File: src/rtl/pipeline_reg_elastic_pkg.sv
// Constants shared by the elastic pipeline registers: datapath width and the
// instruction used as a bubble in the IF/ID register.
package pipeline_reg_elastic_pkg;

    localparam int          XLEN     = 32;
    localparam logic [31:0] NOP_INSN = 32'h0000_0013;  // addi x0, x0, 0

endpackage

File: src/rtl/pipeline_reg_elastic_stage.sv
// One elastic stage: a main register feeding downstream plus a skid register
// that catches the beat arriving while ready is still registered high.
module pipe_skid_stage
    import pipeline_reg_elastic_pkg::*;
#(
    parameter int               WIDTH  = XLEN,
    parameter logic [WIDTH-1:0] BUBBLE = '0
) (
    input  logic             clk,
    input  logic             rst,
    input  logic             flush,
    input  logic             in_valid_i,
    output logic             in_ready_o,
    input  logic [WIDTH-1:0] in_data_i,
    output logic             out_valid_o,
    input  logic             out_ready_i,
    output logic [WIDTH-1:0] out_data_o
);

    // valid/ready: a beat moves on a rising edge where valid and ready are both
    // high; valid never looks at ready, and data stays put until it moves.
    logic             m_valid_q, m_valid_d;
    logic [WIDTH-1:0] m_data_q,  m_data_d;
    logic             s_valid_q, s_valid_d;
    logic [WIDTH-1:0] s_data_q,  s_data_d;
    logic             in_fire;
    logic             out_fire;

    assign in_ready_o  = ~s_valid_q;
    assign out_valid_o = m_valid_q;
    assign out_data_o  = m_data_q;

    assign in_fire  = in_valid_i & ~s_valid_q;
    assign out_fire = m_valid_q & out_ready_i;

    always_comb begin
        m_valid_d = m_valid_q;
        m_data_d  = m_data_q;
        s_valid_d = s_valid_q;
        s_data_d  = s_data_q;
        if (flush) begin
            m_valid_d = 1'b0;
            m_data_d  = BUBBLE;
            s_valid_d = 1'b0;
            s_data_d  = BUBBLE;
        end else if (out_fire) begin
            if (s_valid_q) begin
                m_valid_d = 1'b1;
                m_data_d  = s_data_q;
                s_valid_d = 1'b0;
                s_data_d  = BUBBLE;
            end else if (in_fire) begin
                m_valid_d = 1'b1;
                m_data_d  = in_data_i;
            end else begin
                m_valid_d = 1'b0;
                m_data_d  = BUBBLE;
            end
        end else if (in_fire) begin
            // Skid only fills when main is occupied and stalled.
            if (!m_valid_q) begin
                m_valid_d = 1'b1;
                m_data_d  = in_data_i;
            end else begin
                s_valid_d = 1'b1;
                s_data_d  = in_data_i;
            end
        end
    end

    always_ff @(posedge clk) begin
        if (rst) begin
            m_valid_q <= 1'b0;
            m_data_q  <= BUBBLE;
            s_valid_q <= 1'b0;
            s_data_q  <= BUBBLE;
        end else begin
            m_valid_q <= m_valid_d;
            m_data_q  <= m_data_d;
            s_valid_q <= s_valid_d;
            s_data_q  <= s_data_d;
        end
    end

endmodule

File: src/rtl/pipeline_reg_elastic.sv
// Chain of DEPTH skid stages between two processor pipeline stages; holds up
// to 2*DEPTH entries and shows BUBBLE on out_data whenever nothing is valid.
module pipeline_reg_elastic
    import pipeline_reg_elastic_pkg::*;
#(
    parameter int               WIDTH  = XLEN,
    parameter int               DEPTH  = 1,
    parameter logic [WIDTH-1:0] BUBBLE = '0
) (
    input  logic             clk,
    input  logic             rst,
    input  logic             flush,
    input  logic             in_valid,
    output logic             in_ready,
    input  logic [WIDTH-1:0] in_data,
    output logic             out_valid,
    input  logic             out_ready,
    output logic [WIDTH-1:0] out_data
);

    if (DEPTH < 1) begin : g_bad_depth
        $error("pipeline_reg_elastic: DEPTH must be at least 1");
    end

    logic             ch_valid [DEPTH+1];
    logic             ch_ready [DEPTH+1];
    logic [WIDTH-1:0] ch_data  [DEPTH+1];

    assign ch_valid[0]     = in_valid;
    assign ch_data[0]      = in_data;
    assign in_ready        = ch_ready[0];
    assign ch_ready[DEPTH] = out_ready;
    assign out_valid       = ch_valid[DEPTH];
    assign out_data        = ch_valid[DEPTH] ? ch_data[DEPTH] : BUBBLE;

    for (genvar k = 0; k < DEPTH; k++) begin : g_stage
        pipe_skid_stage #(
            .WIDTH  (WIDTH),
            .BUBBLE (BUBBLE)
        ) u_stage (
            .clk         (clk),
            .rst         (rst),
            .flush       (flush),
            .in_valid_i  (ch_valid[k]),
            .in_ready_o  (ch_ready[k]),
            .in_data_i   (ch_data[k]),
            .out_valid_o (ch_valid[k+1]),
            .out_ready_i (ch_ready[k+1]),
            .out_data_o  (ch_data[k+1])
        );
    end

endmodule

File: config.mk
export PLATFORM = sky130hd
export DESIGN_NAME = pipeline_reg_elastic
export DESIGN_NICKNAME = d
export VERILOG_FILES = /design/src/rtl/pipeline_reg_elastic_pkg.sv /design/src/rtl/pipeline_reg_elastic_stage.sv /design/src/rtl/pipeline_reg_elastic.sv
export SDC_FILE = /design/constraint.sdc
export NUM_CORES = 1
export LEC_CHECK = 0
export BUFFER_PORTS_ARGS = -buffer_cell sky130_fd_sc_hd__buf_2
export CAP_MARGIN = 20
export CORE_MARGIN = 8
export CORE_UTILIZATION = 42
export CTS_CLUSTER_SIZE = 40
export DETAILED_ROUTE_END_ITERATION = 10
export PLACE_DENSITY_LB_ADDON = 0.05
export REMOVE_ABC_BUFFERS = 1
export SLEW_MARGIN = 40
export SYNTH_ARGS = -nofsm -noshare
export SYNTH_HDL_FRONTEND = slang
export SYNTH_SLANG_ARGS = --single-unit
File: constraint.sdc
create_clock -name clk -period 1.7 [get_ports clk]
set_clock_uncertainty 0.15 [all_clocks]
set_input_delay 0.17 -clock clk [delete_from_list [all_inputs] [get_ports clk]]
set_output_delay 0.17 -clock clk [all_outputs]
set_load 0.02 [all_outputs]
==> metrics.md <==
| Metric | Value |
|---|---|
| Final hold violations | 0 |
| Drt via density | 4.788 |
| # rows | 31 |
| Slew Limit Fails | 0 |
| Drt pass-1 iters | 4 |
| Commonest non-fill, non-tap cells in the layout | nand2_1 (91), buf_2 (70), dfxtp_1 (65), inv_1 (34), a21oi_1 (34) |
| GRT Residual Overflow | 0 |
| Final WL | 8007 microns |
| FMAX | 596.6 MHz |
| DRC Markers | 0 |
| CP top delay family | flip-flops |
| Fin util | around 57% |
| Num CTS Buffers | 9 |
| Layout cell share with drive strength beyond 1 | 29.41% |
| Minimum clock period | 1.676 ns |
| CP Capture Type | output pin |
| Unrepaired setup endpoints after global routing | true |
| Antenna violations before repair | 0 |
| Final Cycle Share | between 90 and 100% |
| Commonest non-fill, non-tap cell in the layout | nand2_1 |
| Status | finished clean |
| Synth Instances | 372 |
| WP data arrival | 1.36 ns |
| Routability congestion estimate | 0.7017 |
| Post-Syn Area | 0.003107 sq mm |
| Area growth syn-to-layout | 31.70% |
| Avg Cell Area, Syn | roughly 8.4 sq um |
| CTS tree | built |
| Largest net degree at the start of global routing | 35 |
| CP Cell Sequence | buf_4, and2_1, buf_2 |
| Port bufs | 70 |
| Ys Warns | 0 |
| CP Data Required Time | 1.38 ns |
| Nets@finish | around 510 |
| Max incr delay on CP | 0.45 ns |
| Post-DP HPWL | 5204 microns |
| CP Max Fanout | 13 |
| WHS | 0.05409 ns |
| Worst slew pin tran | 0.5854 ns |
| First-pass GRT wire length | 13,050 microns |
| Total track usage | between 15 and 20% |
| Clock-pin slew on the worst setup and hold paths | 0.07 ns |
| Crit-path slowest cell | dfxtp_2 |
| # clock sinks | 66 |
| Buf+Inv Stages, Crit Path | 2 |
| Starting DRT DRC Count | about 60 |
| Synthesized flop and latch total | 66 |
| Setup CP Type | flip-flop to output pin |
| Max Cap Viol | 0 |
| Vias in the first global route | 2,687 |
| Final Setup Violations | 0 |
| Max-slew headroom | 60.97% |
| Pwr dens | 798.3 mW/mm^2 |
| CP startpoint kind | flip-flop |
| Avg WL per Cell | 13.93 microns |
| CTS Buffer Depth | 2 |
| Starting Density | 43.06% |
| Root Driver | clkbuf_8 |
| Core area | 0.007214 sq mm |
| Post-route cell area | 0.004091 sq mm |
| Die area | 0.01041 sq mm |
| HP Class | primary input to flip-flop |
| Post-Place Cells | between 500 and 600 |
| Leak | around 1.6 nW |
| Die height | 102.0 microns |
| Reg-to-reg slack, setup | 0.06 ns |
| Via count | between 2,000 and 3,000 |
| Ant. Diodes | 0 |
| Total chip power | 3.266 mW |
| Die Wd | 102.0 microns |
| IO Pins | 71 |
| Final ANT Viol Nets | 0 |
| Postcts setup bufs | 0 |
| Placed cell areas | 0.003582 sq mm |
| Synth cell types | 23 |
| Peak supply drop | 0.0006226 V |
| Post-route insts no fill | 575 |
| H-Tree Depth | 3 |
| Register area share after synthesis | 42.53% |
| Clk_lat worst skew | about 0.33 ns |
-- power breakdown --
| part | leakage, nW | switching [mW] | total (mW) | internal, mW |
|---|---|---|---|---|
| Sequential | 0.536 | 0.0198 | 1.60 | 1.59 |
| Clock | 0.0914 | 0.561 | 1.24 | 0.675 |
| Combinational | 0.940 | 0.240 | 0.425 | 0.185 |
| Total | 1.57 | 0.821 | 3.27 | 2.45 |
-- cell type report --
| type | count | area (sq um) |
|---|---|---|
| clock buffer | 13 | 138.9 |
| sequential | 66 | 1323 |
| inverter | 34 | 127.6 |
| fill | 708 | 3123 |
| clock inverter | 3 | 40.04 |
| tap | 99 | 123.9 |
| multi-input combinational | 241 | 1503 |
| timing repair buffer | 119 | 835.8 |
-- per-layer routing --
metal | up-vias | GRT usage, % | part of all wire (%)
met1 | 1260 | 19.17 | 45
met5 | - | 0 | 0
li1 | 1436 | - | -
met4 | 0 | 4.740 | 1.0
met2 | 51 | 26.74 | 48
met3 | 6 | 4.837 | 5.4
-- cell usage after synthesis --
cell type / instances / area, sq um
nand4bb_1: 1 / 11.26
nand2_1: 91 / 341.6
and2_1: 32 / 200.2
a211oi_2: 1 / 12.51
a221oi_1: 2 / 17.52
clkbuf_1: 11 / 41.29
o21ai_1: 3 / 15.01
o21ai_0: 30 / 150.1
a21oi_1: 34 / 170.2
buf_2: 9 / 45.04
nor2_1: 3 / 11.26
buf_6: 3 / 33.78
dfxtp_1: 66 / 1321
buf_4: 8 / 60.06
inv_1: 34 / 127.6
o21a_4: 1 / 15.01
nand2b_4: 1 / 13.76
nand3_1: 8 / 40.04
buf_1: 1 / 3.750
nand2_2: 1 / 6.260
and4bb_2: 1 / 12.51
a221oi_2: 30 / 450.4
or2_2: 1 / 6.260
-- state kept, by name, indices dropped and copies added (netlist names) --
register,cells
g_stage.u_stage.out_data_o,32
g_stage.u_stage.s_valid_q,1
g_stage.u_stage.s_data_q,32
g_stage.u_stage.out_valid_o,1
-- kinds of logic (layout without fill, tap and decap cells) --
kind of cell	after synthesis	after routing	synth area share [%]
simple gates	139	139	20.70
compound gates	101	102	26.74
flops	66	66	42.53
buf+inv	66	169	10.03
-- worst paths after layout --
kind	from	endpoint	cells after the start
max	g_stage[0].u_stage.out_valid_o	out_data[31]	3
min	out_ready	g_stage[0].u_stage.s_valid_q	4
max reg2reg	g_stage[0].u_stage.s_valid_q	g_stage[0].u_stage.out_data_o[0]	3
min reg2reg	g_stage[0].u_stage.s_data_q[8]	g_stage[0].u_stage.s_data_q[8]	2
-- through the flow --
stage / TNS [ns] / setup slack, ns
final: 0 / 0.02397
after global routing: -1.947 / -0.06702
after CTS: 0 / 0.01111
after detailed placement: -0.05350 / -0.02828
after global placement: -0.0009687 / -0.0009687
after floorplan: -81.57 / -1.690
-- worst register-to-register path, cell delays in order (launching register included) --
cell	delay [ns]
dfxtp_1	0.50
nand2b_4	0.21
o21a_2	0.51
a221oi_2	0.15
-- timing repair --
item	4_1_cts	5_1_grt
gates resized for setup	1	0
hold endpoints to repair	64	0
gates cloned	1	0
hold buffers	32	0
endpoints found under the setup margin	34	45
No activity file was read; power rests on OpenSTA's default activity.
